==> src/rtl/clk_pkg.sv <==
// Shared constants for the debug clock generator: mode encodings and default widths.
// Imported by clk_div_step and visible to anything that drives its mode input.
package clk_pkg;

   localparam logic [1:0] MODE_HALT  = 2'd0;
   localparam logic [1:0] MODE_RUN   = 2'd1;
   localparam logic [1:0] MODE_STEP  = 2'd2;
   localparam logic [1:0] MODE_BURST = 2'd3;

   localparam int CNT_W_DEF   = 26;
   localparam int BURST_W_DEF = 16;
   localparam int CYC_W_DEF   = 32;
   localparam int DEB_CYC_DEF = 1000000;

endpackage

==> src/rtl/step_debounce.sv <==
// Push-button conditioner: 2-FF synchronizer, stability filter and a one-cycle
// pulse on each debounced 0->1 transition.
module step_debounce #(
   parameter int DEB_CYC = 1000000
) (
   input  logic clk,
   input  logic rst,
   input  logic btn_in,
   output logic btn_pulse
);

   localparam int CW = $clog2(DEB_CYC + 1);

   logic          sync1_q, sync2_q;
   logic          level_q, level_d;
   logic          pulse_q, pulse_d;
   logic [CW-1:0] stab_q, stab_d;

   // NOTE: every signal assigned here gets a default first, so no latch is inferred.
   always_comb begin
      level_d = level_q;
      stab_d  = '0;
      // The counter only runs while the synchronized level disagrees with the accepted one.
      if (sync2_q != level_q) begin
         if (stab_q == CW'(DEB_CYC - 1)) begin
            level_d = sync2_q;
         end else begin
            stab_d = stab_q + CW'(1);
         end
      end
      pulse_d = level_d & ~level_q;
   end

   // NOTE: state registers use non-blocking assignments so all flops update together.
   always_ff @(posedge clk) begin
      if (rst) begin
         sync1_q <= 1'b0;
         sync2_q <= 1'b0;
         level_q <= 1'b0;
         pulse_q <= 1'b0;
         stab_q  <= '0;
      end else begin
         sync1_q <= btn_in;
         sync2_q <= sync1_q;
         level_q <= level_d;
         pulse_q <= pulse_d;
         stab_q  <= stab_d;
      end
   end

   assign btn_pulse = pulse_q;

endmodule

==> src/rtl/clk_div_step.sv <==
// Programmable CPU clock generator with HALT/RUN/STEP/BURST debug modes.
// mclk is a registered square wave; tick marks the first clk cycle of each high phase.
module clk_div_step
   import clk_pkg::*;
#(
   parameter int               CNT_W   = CNT_W_DEF,
   parameter logic [CNT_W-1:0] DEF_DIV = {1'b0, {(CNT_W-1){1'b1}}},
   parameter int               BURST_W = BURST_W_DEF,
   parameter int               DEB_CYC = DEB_CYC_DEF,
   parameter int               CYC_W   = CYC_W_DEF
) (
   input  logic               clk,
   input  logic               rst,
   input  logic [1:0]         mode,
   input  logic               div_load,
   input  logic [CNT_W-1:0]   div_val,
   input  logic               step_btn,
   input  logic               burst_go,
   input  logic [BURST_W-1:0] burst_n,
   output logic               mclk,
   output logic               tick,
   output logic               busy,
   output logic [CYC_W-1:0]   cyc_cnt
);

   logic [CNT_W-1:0]   cnt_q, cnt_d;
   logic [CNT_W-1:0]   div_q, div_d;
   logic               mclk_q, mclk_d;
   logic               tick_q, tick_d;
   logic [BURST_W-1:0] credit_q, credit_d;
   logic [CYC_W-1:0]   cyc_q, cyc_d;

   logic press;
   logic credit_nz;
   logic dbg_mode;
   logic active;
   logic phase_evt;
   logic rise_evt;
   logic fall_evt;

   step_debounce #(
      .DEB_CYC (DEB_CYC)
   ) u_step_debounce (
      .clk       (clk),
      .rst       (rst),
      .btn_in    (step_btn),
      .btn_pulse (press)
   );

   always_comb begin
      credit_nz = |credit_q;
      dbg_mode  = (mode == MODE_STEP) | (mode == MODE_BURST);
      // A high mclk always keeps the counter running so the half-cycle can finish low.
      active    = mclk_q | (mode == MODE_RUN) | (credit_nz & dbg_mode);
      // A divisor load in the same cycle swallows the phase event.
      phase_evt = active & ~div_load & (cnt_q == div_q);
      rise_evt  = phase_evt & ~mclk_q;
      fall_evt  = phase_evt & mclk_q;

      if (div_load || !active || phase_evt) begin
         cnt_d = '0;
      end else begin
         cnt_d = cnt_q + CNT_W'(1);
      end

      div_d  = div_load ? div_val : div_q;
      mclk_d = mclk_q ^ phase_evt;
      tick_d = rise_evt;
      cyc_d  = cyc_q + {{(CYC_W-1){1'b0}}, rise_evt};

      credit_d = credit_q;
      if (!dbg_mode) begin
         credit_d = '0;
      end else if (credit_nz) begin
         // Requests seen while credit is nonzero are dropped, even on the emptying edge.
         if (fall_evt) credit_d = credit_q - BURST_W'(1);
      end else if (mode == MODE_STEP) begin
         if (press) credit_d = BURST_W'(1);
      end else if (burst_go && (|burst_n)) begin
         credit_d = burst_n;
      end
   end

   always_ff @(posedge clk) begin
      if (rst) begin
         cnt_q    <= '0;
         div_q    <= DEF_DIV;
         mclk_q   <= 1'b0;
         tick_q   <= 1'b0;
         credit_q <= '0;
         cyc_q    <= '0;
      end else begin
         cnt_q    <= cnt_d;
         div_q    <= div_d;
         mclk_q   <= mclk_d;
         tick_q   <= tick_d;
         credit_q <= credit_d;
         cyc_q    <= cyc_d;
      end
   end

   assign mclk    = mclk_q;
   assign tick    = tick_q;
   assign busy    = (|credit_q) | mclk_q;
   assign cyc_cnt = cyc_q;

endmodule

==> config.mk <==
export PLATFORM = sky130hd
export DESIGN_NAME = clk_div_step
export DESIGN_NICKNAME = d
export VERILOG_FILES = /design/src/rtl/clk_pkg.sv /design/src/rtl/step_debounce.sv /design/src/rtl/clk_div_step.sv
export SDC_FILE = /design/constraint.sdc
export NUM_CORES = 1
export LEC_CHECK = 0
export CORE_ASPECT_RATIO = 0.8
export CORE_MARGIN = 4
export CORE_UTILIZATION = 55
export CTS_CLUSTER_SIZE = 12
export DETAILED_ROUTE_END_ITERATION = 6
export GPL_TIMING_DRIVEN = 0
export HOLD_SLACK_MARGIN = 0.08
export PLACE_DENSITY = 0.8
export REMOVE_ABC_BUFFERS = 1
export SLEW_MARGIN = 40
export SYNTH_ARGS = -nofsm -noshare
export SYNTH_HDL_FRONTEND = slang
export SYNTH_HIERARCHICAL = 1
export SYNTH_SLANG_ARGS = --single-unit
==> constraint.sdc <==
create_clock -name clk -period 5.3 [get_ports clk]
set_input_delay 0.53 -clock clk [delete_from_list [all_inputs] [get_ports clk]]
set_output_delay 0.53 -clock clk [all_outputs]
set_load 0.005 [all_outputs]
==> report_table.html <==
<table>
<tr><th>Metric</th><th>Value</th></tr>
<tr><th colspan="2">Placed design</th></tr>
<tr><td>Detailed-placement wirelength estimate</td><td>10200 um</td></tr>
<tr><td>Setup slack after placement</td><td>0.648 ns</td></tr>
<tr><td>Placer Congestion</td><td>0.887</td></tr>
<tr><td>Placed cell count</td><td>875</td></tr>
<tr><td>Buffers added on ports</td><td>83</td></tr>
<tr><th colspan="2">Run status</th></tr>
<tr><td>Run status</td><td>completed</td></tr>
<tr><th colspan="2">Route</th></tr>
<tr><td>Post-Route WL</td><td>15000 um</td></tr>
<tr><td>Wirelength per Cell</td><td>16.6 um</td></tr>
<tr><td>Antenna-violating nets left</td><td>0</td></tr>
<tr><td>Total via count after detailed routing</td><td>5430</td></tr>
<tr><td>Via/cell ratio</td><td>5.99</td></tr>
<tr><td>DR iter-0 viols</td><td>578</td></tr>
<tr><td>DRC violations left</td><td>0</td></tr>
<tr><td>Pre-antenna DRT Iters</td><td>6</td></tr>
<tr><th colspan="2">Timing</th></tr>
<tr><td>Max-Slew Margin vs Limit</td><td>45.8%</td></tr>
<tr><td>Skew final</td><td>0.0114 ns</td></tr>
<tr><td>Setup slack of the critical path after layout</td><td>0.591 ns</td></tr>
<tr><td>Max-slew violation total from the final report</td><td>0</td></tr>
<tr><td>Final critical path time including I/O delays and setup</td><td>4.71 ns</td></tr>
<tr><td>Max Clk Rate</td><td>212 MHz</td></tr>
<tr><td>Final period utilization</td><td>88.9%</td></tr>
<tr><td>Worst Tran Pin Value</td><td>0.814 ns</td></tr>
<tr><td>Hold violation count in the final report</td><td>0</td></tr>
<tr><td>Unrepaired setup endpoints after global routing</td><td>no</td></tr>
<tr><td>Final setup violation count</td><td>0</td></tr>
<tr><th colspan="2">Setup path</th></tr>
<tr><td>CP arrival</td><td>5.06 ns</td></tr>
<tr><td>Required time worst endpoint</td><td>5.65 ns</td></tr>
<tr><td>Endpoint class of the critical path</td><td>register</td></tr>
<tr><td>Startpoint-to-endpoint class of the critical path</td><td>reg -&gt; reg</td></tr>
<tr><td>CP max stage delay</td><td>0.71 ns</td></tr>
<tr><td>Biggest fanout along the worst timing path</td><td>27</td></tr>
<tr><td>Worst setup SP type</td><td>register</td></tr>
<tr><td>Crit-path slowest cell</td><td>a311o_2</td></tr>
<tr><td>Cell seen most often among critical-path stages</td><td>ha_1</td></tr>
<tr><td>Cells along the critical path</td><td>inv_1 &gt; ha_1 &gt; nor3b_1 &gt; and4_1 &gt; a311o_2 &gt; nor2_1 &gt; ha_1 &gt; ha_1 &gt; ha_1 &gt; nand2_1 &gt; nor3_1 &gt; nand3_1 &gt; or3_1 &gt; a21oi_1</td></tr>
<tr><th colspan="2">Power</th></tr>
<tr><td>Ratio of total power to cell area</td><td>403 nW/um^2</td></tr>
<tr><td>Sw Ratio</td><td>32.3%</td></tr>
<tr><td>Switching power</td><td>986 uW</td></tr>
<tr><td>Clock power share</td><td>37.8%</td></tr>
<tr><td>Combinational share of power</td><td>28.0%</td></tr>
<tr><td>Flop pwr share</td><td>34.2%</td></tr>
<tr><td>Maximum vdd ir drop</td><td>0.340 mV</td></tr>
<tr><td>Internal portion of total power</td><td>2060 uW</td></tr>
<tr><td>Static power due to leakage</td><td>0.00261 uW</td></tr>
<tr><th colspan="2">CTS</th></tr>
<tr><td>TritonCTS clock tree</td><td>yes</td></tr>
<tr><td>Count of hold-fix buffers inserted at cts</td><td>0</td></tr>
<tr><td>Total clock buffers created by CTS</td><td>17</td></tr>
<tr><td>H-tree lvl count</td><td>4</td></tr>
<tr><td>Clock Pin Slew Worst Setup and Hold Paths</td><td>0.06 ns</td></tr>
<tr><td>Deepest clock path buffer count</td><td>2</td></tr>
<tr><td>CTS-repair resized insts</td><td>0</td></tr>
<tr><td># Post-CTS Setup Buffers</td><td>0</td></tr>
<tr><td>Clk_lat worst skew</td><td>0.41 ns</td></tr>
<tr><td>Number of sinks handled by clock tree synthesis</td><td>126</td></tr>
<tr><td>Cell at the root of the clock tree</td><td>clkbuf_16</td></tr>
<tr><th colspan="2">Yosys</th></tr>
<tr><td>Seq/Total Area, Yosys</td><td>41.9%</td></tr>
<tr><td>Number of warnings issued by yosys</td><td>6</td></tr>
<tr><td>Post-synthesis cell area</td><td>6020 um^2</td></tr>
<tr><td>Library cells used by synthesis</td><td>56</td></tr>
<tr><td>Top FF cell, synth</td><td>dfxtp_1</td></tr>
<tr><td>Number of instances in the synthesized netlist</td><td>681</td></tr>
<tr><td>Post-synthesis async set-or-reset flop share</td><td>0%</td></tr>
<tr><td>Number of register bits inferred by synthesis</td><td>126</td></tr>
<tr><td>Number of enable-type register cells in the synthesized netlist</td><td>0</td></tr>
<tr><td>Mean instance size in the synthesized netlist</td><td>8.84 um^2</td></tr>
<tr><th colspan="2">Floorplan</th></tr>
<tr><td>Ports placed on the boundary</td><td>84</td></tr>
<tr><td>Height of the die</td><td>102 um</td></tr>
<tr><td>Site Rows</td><td>33</td></tr>
<tr><td>Die width</td><td>125 um</td></tr>
<tr><td>Starting utilization of the core area</td><td>57.4%</td></tr>
<tr><td>Core region area</td><td>10500 um^2</td></tr>
<tr><td>Area of the die</td><td>12700 um^2</td></tr>
<tr><th colspan="2">Global routing</th></tr>
<tr><td>Final global-route overflow total</td><td>0</td></tr>
<tr><td>Largest net degree at the start of global routing</td><td>51</td></tr>
<tr><td>Initial antenna violation count</td><td>0</td></tr>
<tr><td>Global-route wire length before repair</td><td>25200 um</td></tr>
<tr><td>Vias in the first global route</td><td>5391</td></tr>
<tr><td>GRT Util Overall</td><td>24.0%</td></tr>
<tr><th colspan="2">Final layout</th></tr>
<tr><td>Number of inserted diodes</td><td>0</td></tr>
<tr><td>Layout-stage area growth over the synthesis result</td><td>25.6%</td></tr>
<tr><td>Most frequent cells in the layout</td><td>dfxtp_1, clkdlybuf4s50_1, nor2_1, nor3_1, xnor2_1</td></tr>
<tr><td>Register area</td><td>2520 um^2</td></tr>
<tr><td>Filler Cell Count</td><td>796</td></tr>
<tr><td>Finished Layout Cells</td><td>907</td></tr>
<tr><td>Fraction of layout instances using a drive strength above 1</td><td>6.65%</td></tr>
<tr><td>Most common cell after layout, fill and taps aside</td><td>dfxtp_1</td></tr>
<tr><td>Multi-input combinational cell area</td><td>3350 um^2</td></tr>
<tr><td>Number of nets at the end of the flow</td><td>811</td></tr>
<tr><th colspan="2">Flow run</th></tr>
<tr><td>Count of max-cap constraint violations</td><td>0</td></tr>
<tr><th colspan="2">Hold path</th></tr>
<tr><td>Class of the tightest hold or removal check</td><td>reg -&gt; reg</td></tr>
</table>
## critical path: cells and delay by family, from the launching register on
family	cells	cell delay [ns]
fa+ha+maj	4	1.02
simple gates	7	2.27
compound gates	2	0.86
flops	1	0.39
buf+inv	1	0.09
## layout make-up
| type | count | area share [%] |
|---|---|---|
| clock inverters | 10 | 1.47 |
| inverters | 14 | 0.695 |
| repair buffers | 85 | 11.5 |
| multi-input cells | 510 | 44.3 |
| clock buffers | 22 | 6.40 |
| well taps | 140 | 2.32 |
| flip-flops and latches | 126 | 33.3 |
## logic make-up after synthesis
kind of cell	Yosys count	synth area share [%]
compound gates	94	11.4
xor+xnor	89	12.9
fa+ha+maj	8	1.66
buf+inv	45	2.85
flops	126	41.9
mux	4	0.686
simple gates	315	28.6
## worst paths after layout
| check | from | to | slack (ns) | cells after the start |
|---|---|---|---|---|
| hold / removal | u_step_debounce/sync1_q | u_step_debounce/sync2_q | 0.44 | 1 |
| hold reg to reg | u_step_debounce/sync1_q | u_step_debounce/sync2_q | 0.44 | 1 |
| setup reg to reg | credit_q[0] | cyc_cnt[30] | 0.59 | 14 |
| setup / recovery | credit_q[0] | cyc_cnt[30] | 0.59 | 14 |
## Yosys cell counts (all sizes together), types with 11 or more instances
| library cell | n | area, um^2 |
|---|---|---|
| dfxtp | 126 | 2520 |
| nor2 | 52 | 195 |
| nor3 | 49 | 245 |
| xnor2 | 47 | 412 |
| xor2 | 42 | 368 |
| nand2 | 36 | 135 |
| nor2b | 35 | 219 |
| nand3 | 34 | 170 |
| nand4 | 29 | 196 |
| a211o | 25 | 219 |
| clkbuf | 23 | 86.3 |
| a21oi | 22 | 110 |
| nor4 | 18 | 113 |
| and3 | 16 | 100 |
| inv | 14 | 52.6 |
| o21ai | 13 | 65.1 |
| or3 | 13 | 88.8 |
| or4 | 11 | 88.8 |
## registers in the layout, summed over array words and instances (netlist names)
signal / cells
mclk: 1
u_step_debounce/sync1_q: 1
u_step_debounce/sync2_q: 1
u_step_debounce/btn_pulse: 1
cnt_q: 26
credit_q: 16
cyc_cnt: 32
u_step_debounce/level_q: 1
tick: 1
div_q: 26
u_step_debounce/stab_q: 20
## power by group through the flow
stage	logic [uW]	clock network [uW]	registers [uW]
finish	855	1150	1040
global route	931	1200	1050
CTS	833	1160	1040
detailed placement	827	0	1060
global placement	805	0	1050
floorplan	571	0	1040
## stage by stage
stage               util (%)  total power, uW  area, um^2  hold WS, ns  TNS [ns]
floorplan                  -             1620        5900        0.414         0
global placement        65.9             1860        6910        0.430    -0.694
detailed placement      66.4             1880        6960        0.422         0
CTS                     72.0             3030        7560        0.438         0
global route            72.1             3180        7560        0.461         0
finish                  72.1             3050        7560        0.441         0
## per-layer routing
layer  routed length [um]  up-vias  global-route usage [%]
met2                 7080      201                    39.8
met5                    0        -                       0
met1                 6730     2584                    30.4
met3                 1000       28                    7.01
li1                     -     2617                       -
met4                  230        0                    7.92
No activity file was read; power rests on OpenSTA's default activity.
